### src/rtl/m_fetch_queue_pkg.sv
// Shared constants and FSM state type for the instruction-fetch front end.
package m_fetch_queue_pkg;

  localparam logic [31:0] HALT_INSTR = 32'h000f0033;
  localparam logic [31:0] NOP_INSTR  = 32'h00000013;
  localparam int unsigned IMEM_AW    = 12;

  typedef enum logic {
    FETCH = 1'b0,
    HALT  = 1'b1
  } state_e;

endpackage

### src/rtl/m_fetch_queue_if.sv
// Fetch-side bus: instruction memory port, execute redirect, decode handshake.
interface m_fetch_queue_if;
  import m_fetch_queue_pkg::*;

  logic               redirect;
  logic [31:0]        redirect_pc;
  logic [IMEM_AW-1:0] imem_addr;
  logic [31:0]        imem_rdata;
  logic               out_valid;
  logic [31:0]        out_pc;
  logic [31:0]        out_instr;
  logic               out_ready;
  logic               halted;

  modport master (
    input  redirect, redirect_pc, imem_rdata, out_ready,
    output imem_addr, out_valid, out_pc, out_instr, halted
  );

  modport slave (
    output redirect, redirect_pc, imem_rdata, out_ready,
    input  imem_addr, out_valid, out_pc, out_instr, halted
  );

endinterface

### src/rtl/m_fetch_fifo.sv
// DEPTH-entry {pc, instr} queue; power-of-two DEPTH so pointers wrap naturally.
module m_fetch_fifo
  import m_fetch_queue_pkg::*;
#(
  parameter  int unsigned DEPTH = 4,
  localparam int unsigned PW    = $clog2(DEPTH),
  localparam int unsigned CW    = PW + 1
) (
  input  logic          clk,
  input  logic          rst,
  input  logic          push_i,
  input  logic          pop_i,
  input  logic          flush_i,
  input  logic [63:0]   wdata_i,
  output logic [63:0]   rdata_o,
  output logic [CW-1:0] count_o,
  output logic          valid_o
);

  logic [63:0]   mem_q [DEPTH];
  logic [PW-1:0] head_q, tail_q;
  logic [CW-1:0] count_q;

  always_ff @(posedge clk) begin
    if (push_i) mem_q[tail_q] <= wdata_i;
  end

  always_ff @(posedge clk) begin
    if (rst || flush_i) begin
      head_q  <= '0;
      tail_q  <= '0;
      count_q <= '0;
    end else begin
      if (push_i) tail_q <= tail_q + 1'b1;
      if (pop_i)  head_q <= head_q + 1'b1;
      case ({push_i, pop_i})
        2'b10:   count_q <= count_q + 1'b1;
        2'b01:   count_q <= count_q - 1'b1;
        default: count_q <= count_q;
      endcase
    end
  end

  // Credit in the parent guarantees a free slot for every response.
  always_ff @(posedge clk) begin
    if (!rst) assert (!(push_i && !flush_i && count_q == CW'(DEPTH)));
  end

  assign valid_o = (count_q != '0);
  assign count_o = count_q;
  assign rdata_o = valid_o ? mem_q[head_q] : {32'h0, NOP_INSTR};

endmodule

### src/rtl/m_fetch_queue.sv
// Instruction fetch front end: synchronous imem requests, credit-limited queue, redirect flush.
// Optional halt-word detection enabled by defining IF_HALT_DETECT_EN.
module m_fetch_queue
  import m_fetch_queue_pkg::*;
#(
  parameter int unsigned DEPTH    = 4,
  parameter logic [31:0] RESET_PC = 32'h0
) (
  input logic             clk,
  input logic             rst,
  input logic             ce,
  m_fetch_queue_if.master bus
);

  localparam int unsigned CW  = $clog2(DEPTH) + 1;
  localparam int unsigned CRW = CW + 1;
  localparam logic [CRW-1:0] DEPTH_CR = CRW'(DEPTH);

  state_e        state_q, state_d;
  logic [31:0]   fetch_pc_q, fetch_pc_d;
  logic [31:0]   resp_pc_q, resp_pc_d;
  logic          inflight_q, inflight_d;
  logic          kill_q, kill_d;
  logic [CW-1:0] count;
  logic [CRW-1:0] credit;
  logic [63:0]   head;
  logic          fifo_valid, push, pop, flush, issue, halt_cap;

  assign flush  = ce & bus.redirect;
  assign pop    = ce & fifo_valid & bus.out_ready & ~bus.redirect;
  assign push   = ce & inflight_q & ~kill_q & ~bus.redirect;
  assign credit = CRW'(count) + CRW'(inflight_q);
  assign issue  = ce & (state_q == FETCH) & ~bus.redirect &
                  ((credit < DEPTH_CR) | ((credit == DEPTH_CR) & pop));

`ifdef IF_HALT_DETECT_EN
  assign halt_cap = push & (state_q == FETCH) & (bus.imem_rdata == HALT_INSTR);
`else
  assign halt_cap = 1'b0;
`endif

  always_comb begin
    state_d    = state_q;
    fetch_pc_d = fetch_pc_q;
    resp_pc_d  = resp_pc_q;
    inflight_d = inflight_q;
    kill_d     = kill_q;
    if (ce) begin
      if (bus.redirect) begin
        state_d    = FETCH;
        fetch_pc_d = {bus.redirect_pc[31:2], 2'b00};
        inflight_d = 1'b0;
        kill_d     = 1'b0;
      end else begin
        inflight_d = issue;
        kill_d     = 1'b0;
        if (issue) begin
          fetch_pc_d = fetch_pc_q + 32'd4;
          resp_pc_d  = fetch_pc_q;
        end
        // A request issued alongside the halt capture is dropped on return.
        if (halt_cap) begin
          state_d    = HALT;
          fetch_pc_d = resp_pc_q + 32'd4;
          kill_d     = issue;
        end
      end
    end
  end

  always_ff @(posedge clk) begin
    if (rst) begin
      state_q    <= FETCH;
      fetch_pc_q <= RESET_PC;
      resp_pc_q  <= '0;
      inflight_q <= 1'b0;
      kill_q     <= 1'b0;
    end else begin
      state_q    <= state_d;
      fetch_pc_q <= fetch_pc_d;
      resp_pc_q  <= resp_pc_d;
      inflight_q <= inflight_d;
      kill_q     <= kill_d;
    end
  end

  m_fetch_fifo #(.DEPTH(DEPTH)) u_fifo (
    .clk     (clk),
    .rst     (rst),
    .push_i  (push),
    .pop_i   (pop),
    .flush_i (flush),
    .wdata_i ({resp_pc_q, bus.imem_rdata}),
    .rdata_o (head),
    .count_o (count),
    .valid_o (fifo_valid)
  );

  assign bus.imem_addr = fetch_pc_q[IMEM_AW+1:2];
  assign bus.out_valid = fifo_valid;
  assign bus.out_pc    = head[63:32];
  assign bus.out_instr = head[31:0];
  assign bus.halted    = (state_q == HALT);

endmodule

### src/flat_wrapper.sv
// flat-port wrapper written by rule: the top's interface ports become plain ports
module m_fetch_queue_flat import m_fetch_queue_pkg::*;
#(
  parameter int unsigned DEPTH    = 4,
  parameter logic [31:0] RESET_PC = 32'h0
)
  (clk, rst, ce, bus_redirect, bus_redirect_pc, bus_imem_rdata, bus_out_ready, bus_imem_addr, bus_out_valid, bus_out_pc, bus_out_instr, bus_halted);
  m_fetch_queue_if bus_i ();
  input logic clk;
  input logic rst;
  input logic ce;
  input wire logic [$bits(bus_i.redirect)-1:0] bus_redirect;
  input wire logic [$bits(bus_i.redirect_pc)-1:0] bus_redirect_pc;
  input wire logic [$bits(bus_i.imem_rdata)-1:0] bus_imem_rdata;
  input wire logic [$bits(bus_i.out_ready)-1:0] bus_out_ready;
  output wire logic [$bits(bus_i.imem_addr)-1:0] bus_imem_addr;
  output wire logic [$bits(bus_i.out_valid)-1:0] bus_out_valid;
  output wire logic [$bits(bus_i.out_pc)-1:0] bus_out_pc;
  output wire logic [$bits(bus_i.out_instr)-1:0] bus_out_instr;
  output wire logic [$bits(bus_i.halted)-1:0] bus_halted;
  assign bus_i.redirect = bus_redirect;
  assign bus_i.redirect_pc = bus_redirect_pc;
  assign bus_i.imem_rdata = bus_imem_rdata;
  assign bus_i.out_ready = bus_out_ready;
  assign bus_imem_addr = bus_i.imem_addr;
  assign bus_out_valid = bus_i.out_valid;
  assign bus_out_pc = bus_i.out_pc;
  assign bus_out_instr = bus_i.out_instr;
  assign bus_halted = bus_i.halted;
  m_fetch_queue #(.DEPTH(DEPTH), .RESET_PC(RESET_PC)) u_core (.clk(clk), .rst(rst), .ce(ce), .bus(bus_i));
endmodule
### config.mk
export PLATFORM = sky130hd
export DESIGN_NAME = m_fetch_queue_flat
export DESIGN_NICKNAME = d
export VERILOG_FILES = /design/src/rtl/m_fetch_queue_pkg.sv /design/src/rtl/m_fetch_queue_if.sv /design/src/rtl/m_fetch_fifo.sv /design/src/rtl/m_fetch_queue.sv /design/src/flat_wrapper.sv
export SDC_FILE = /design/constraint.sdc
export NUM_CORES = 1
export LEC_CHECK = 0
export CAP_MARGIN = 30
export CORE_MARGIN = 1.5
export CORE_UTILIZATION = 34
export DETAILED_ROUTE_END_ITERATION = 12
export HOLD_SLACK_MARGIN = 0.12
export PLACE_DENSITY = 0.53
export SYNTH_ARGS = -nofsm -noshare
export SYNTH_HDL_FRONTEND = slang
export SYNTH_SLANG_ARGS = --single-unit
### constraint.sdc
create_clock -name clk -period 5.5 [get_ports clk]
set_input_delay 1.1 -clock clk [delete_from_list [all_inputs] [get_ports clk]]
set_output_delay 1.1 -clock clk [all_outputs]
set_load 0.05 [all_outputs]
======== After elaboration in Yosys (flattened, before gate mapping) ========
Memories as Yosys holds them, arrays and structs flattened. A register that Yosys moved wholly into a read port is not among the register bits.
Cells that the tools add are included.
operators by class
  order comparisons ....................... 1
  equal/unequal tests ..................... 3
  add/subtract/negate cells ............... 6
  bitwise logic cells ..................... 11
  muxes and demuxes ....................... 9
  reduce and logical (&&, ||, !) cells .... 6
operator list
  cell                                                        number
  two-way mux 32 bit                                          2
  two-way mux 64 bit                                          1
  adder 32 x 3 -> 32 bit, second input constant               1
  bitwise AND 1 bit                                           9
  one-hot mux 3 bit (2 select lines)                          1
  adder 2 x 1 -> 2 bit, second input constant                 2
  adder 3 x 1 -> 4 bit                                        1
  equality test 4 x 3 -> 1 bit, second input constant         1
  less-than comparator 4 x 3 -> 1 bit, second input constant  1
  two-way mux 2 bit                                           2
  nonzero test 2 bit                                          2
  adder 3 x 1 -> 3 bit, second input constant                 1
  two-way mux 1 bit                                           3
  AND reduction 3 bit                                         1
  nonzero test 3 bit                                          1
  subtractor 3 x 1 -> 3 bit, second input constant            1
  equality test 2 x 1 -> 1 bit, second input constant         1
  equality test 2 bit, second input constant                  1
  AND reduction 2 bit                                         1
  logical OR 1 bit                                            1
  NOT 1 bit                                                   1
  OR 1 bit                                                    1
word-level totals
  output and inout port bits .............. 78
  memories ................................ 1
  register bits ........................... 72
  logic and storage cells ................. 43
  memory bits (writable) .................. 256
  input port bits ......................... 69
memories
  name                 words  width  rd ports  clocked after Yosys merged registers in  write ports  RTL line            text
  u_core.u_fifo.mem_q  4      64     1         1                                        1            m_fetch_fifo.sv:20  logic [63:0] mem_q [DEPTH];

======== Logic depth before layout (Yosys ltp) ========
  depth after elaboration ................. 9
  mapped depth ............................ 10

======== By module ========
A second synthesis with hierarchy kept.
unflattened totals
  cells, all modules ...................... 880
  area, all modules ....................... 13354.1 µm²
modules (own cells, without submodules)
  module         area each (µm²)  sequential area each (µm²)  cells an instance  instances
  m_fetch_fifo   10171.0          7867.5                      452                1
  m_fetch_queue  3183.1           1221.2                      428                1

======== Worst setup path before layout ========
No wires, ideal clock.
  kind .................................... input -> register
  start ................................... input port bus_redirect
  end ..................................... memory u_core.u_fifo.mem_q[0][0] (enable)
  cell stages on the path ................. 4
  data arrival time ....................... 3.014 ns
  buffers on the path ..................... 2
  setup slack ............................. 2.059 ns
  path through ............................ buf_2 > nor2b_1 > buf_2 > and3_1
between the ends
  word-level cells in the longest chain between the ends .. 4
ends and longest elaborated chain
  item                                     RTL line             text
  from (decl)                              flat_wrapper.sv:12   input wire logic [$bits(bus_i.redirect)-1:0] bus_redirect;
  NOT 1 bit                                m_fetch_queue.sv:31  assign push = ce & inflight_q & ~kill_q & ~bus.redirect;
  bitwise AND 1 bit                        m_fetch_queue.sv:31
  two-way mux 1 bit                        m_fetch_fifo.sv:25   if (push_i) mem_q[tail_q] <= wdata_i;
  two-way mux 1 bit (not written as such)  m_fetch_fifo.sv:25
  to (decl)                                m_fetch_fifo.sv:20
Every way passes these cells.

==> out/qor.yml <==
yosys:
  yosysTopAreaCell: "edfxtp_1"
  synth_top_area_share_pct: 57.40
  syn_avg_cell_area_um2: 15.10
  async_flop_share_pct: 0
  yosysWarnings: 0
  syn_area_um2: 12970
  yosysUniqueCellTypes: 61
  netlist_top_cells_count: "248 x edfxtp_1, 92 x nand2_1, 70 x dfxtp_1, 63 x and2_1, 62 x mux4_2"
  synthCells: 859
  synth_edf_count: 248
  synthTopCellsByArea: "edfxtp_1 57%, dfxtp_1 11%, mux4_2 11%, and2_1 3.0%, nand2_1 2.7%"
  synth-seq-area-share_pct: 68.20
  synth_most_common_cell: "edfxtp_1"
  ys_ff_latch: 318
  synth_flop_cell: "edfxtp_1"
finish:
  fillers: 3436
  fin_nets: 1069
  area_delta_synth_final_pct: 23.80
  diodes: 0
  regArea_um2: 8856
  drive_above_1_share_pct: 16.09
  multiInputGateArea_um2: 3765
placement:
  dp_hpwl_um: 17430
  dp_slack_ns: 1.586
  place_congestion: 0.7810
  io_buffers: 141
timing:
  maxSlewViolCount: 0
  fmax_mhz: 235.2
  fin_ws_ns: 1.248
  fin_crit_sh_pct: 77.31
  finalSetupViolations: 0
  min_period_ns: 4.252
  rsz0062_at_grt: "no"
  hold_viol_final: 0
  slew-limit-headroom_pct: 31.85
  tns_ns: 0
  tightest_slew_ns: 1.015
  fin_worst_skew_ns: 0.02039
status:
  status: "completed"
detailed_routing:
  ant_nets: 0
  drt-pass1-iter-count: 5
  wl_um: 28900
  dr.first_iter.drc_count: 404
  vias_per_cell: 4.942
  drc_errors: 0
  num_vias: 7562
  avgRoutedWirePerCell_um: 18.89
critical_path:
  r2r_end: "u_core.fetch_pc_q[3]$_SDFFE_PP0P_"
  endpoint_kind: "output port"
  cp.required_ns: 4.40
  r2r-start: "u_core.u_fifo.count_o[0]$_SDFFE_PP0P_"
  cpPeakStageDelay_ns: 0.82
  crit_chain: "buf_4 -> mux4_2 -> and2_1 -> clkdlybuf4s50_1"
  worst-r2r-cell-count: 8
  crit_fanout: 32
  crit_type: "reg -> out"
  critPathSlowestCell: "dfxtp_4"
  r2r_setup_slack_ns: 2.78
  arrival_ns: 3.15
  crit_path_start_kind: "flop"
clock_tree:
  cts.path.max_buffers: 3
  post-cts-setup-buffer-count: 0
  cts_hold_buf: 0
  cts_resized: 0
  h-tree-depth: 2
  clk_pin_slew_worst_paths_ns: 0.06
  tritoncts.num_buffers: 36
  clock-sinks: 318
  cts_tree: "yes"
  cts-root-buf: "clkbuf_16"
  clkLatencyLatePin_ns: 0.52
hold_path:
  min_path_cells: 2
  min_from: "u_core.fetch_pc_q[29]$_SDFFE_PP0P_"
  whs_endpoint: "u_core.resp_pc_q[29]$_SDFFE_PP0P_"
  hp-class: "reg -> reg"
grt:
  grt_pass1_vias: 7533
  grt_pass1_wl_um: 44800
  antenna_found_initial: 0
  gr-usage-all-layers_pct: 14.94
  grt_remaining_overflow: 0
  grt_max_degree: 62
die:
  die_w_um: 198.3
  ioPinCount: 147
  core_um2: 37580
  die_h_um: 198.3
  die-area_um2: 39340
  start_util_pct: 34.53
  rows: 71
flow_run:
  cap_violations: 0
power:
  leakagePower_nw: 4.955
  ir_worst_vdd_uv: 159.8
  fin_total_pwr_w: 0.005175
  p_per_area_nw_per_um2: 322.2
## worst max-delay path, delay by kind of cell (launching register included)
kind          cells  cell delay [ns]
buf+inv           2             1.12
flops             1             0.82
mux               1             0.53
simple gates      1             0.17
## state kept, by name, indices dropped and copies added (netlist names), named ones only
| name | count |
|---|---|
| u_core.fetch_pc_q | 30 |
| u_core.inflight_q | 1 |
| u_core.u_fifo.head_q | 2 |
| u_core.u_fifo.mem_q | 248 |
| u_core.u_fifo.tail_q | 2 |
| u_core.resp_pc_q | 30 |
| u_core.u_fifo.count_o | 3 |
## metrics by stage
stage	util, %	area [um^2]	hold slack, ns	instances
after global routing	42.74	16060	0.5110	1530
after CTS	42.74	16060	0.4772	1530
after detailed placement	39.69	14910	0.4696	1464
after floorplan	-	12980	0.4400	861
after global placement	39.50	14840	0.4636	1461
final	42.74	16060	0.4751	1530
## worst max-delay path by stage
stage,startpoint,endpoint,slack [ns],depth (start not counted)
2_1_floorplan,bus_redirect,u_core.u_fifo.mem_q[0][0]$_DFFE_PP_,2.06,4
3_3_place_gp,ce,u_core.fetch_pc_q[3]$_SDFFE_PP0P_,1.39,7
3_5_place_dp,ce,u_core.u_fifo.count_o[2]$_SDFFE_PP0P_,1.59,9
4_1_cts,flop,bus_out_pc[18],1.12,4
5_1_grt,flop,bus_out_pc[19],1.02,4
6_report,flop,bus_out_pc[18],1.25,4
## power by group
part / switching, W / internal [W] / total (W)
sequential: 0.0000323 / 0.00260 / 0.00264
clock: 0.000932 / 0.00136 / 0.00229
combinational: 0.000141 / 0.000104 / 0.000245
## kinds of logic (layout without fill, tap and decap cells)
kind of cell | Yosys count | count (layout) | share of synthesized area, %
AO/OA/AOI/OAI | 140 | 140 | 6.876
buffers and inverters | 81 | 239 | 2.990
XOR/XNOR | 6 | 6 | 0.4051
other | 1 | 3 | 0.02890
AND/OR/NAND/NOR | 239 | 239 | 9.577
adder cells (fa/ha/maj) | 9 | 9 | 0.9259
multiplexers | 65 | 65 | 10.99
flip-flops | 318 | 318 | 68.20
## routing by layer
metal / vias to the layer above / share of wire [%] / GRT usage [%]
met4: 0 / 1.4 / 3.478
met1: 3777 / 48 / 21.61
met2: 202 / 46 / 22.95
met5: - / 0 / 0
met3: 34 / 5.0 / 3.151
li1: 3549 / - / -
## placed cells by master (no fill, tap or decap), drive strengths merged, types with 4 or more instances in the layout
cell type	instances
a211oi	9
a21oi	60
a22o	4
a31o	4
a31oi	7
a41o	4
and2	63
and3	10
buf	21
clkbuf	45
clkdlybuf4s50	139
clkinv	16
dfxtp	70
edfxtp	248
ha	8
inv	13
mux4	62
nand2	92
nand3	16
nand4	10
nor2	24
nor3	5
nor4	6
o21ai	25
o31ai	4
or2	4
## cell type report
cell class	instances	share of cell area [%]
Timing Repair Buffer	160	9.987
Clock inverter	21	1.075
Inverter	13	0.3038
Sequential cell	318	55.14
Multi-Input combinational cell	462	23.44
Tap cell	511	3.981
Clock buffer	45	6.076
Power figures use the tool's default switching activity.
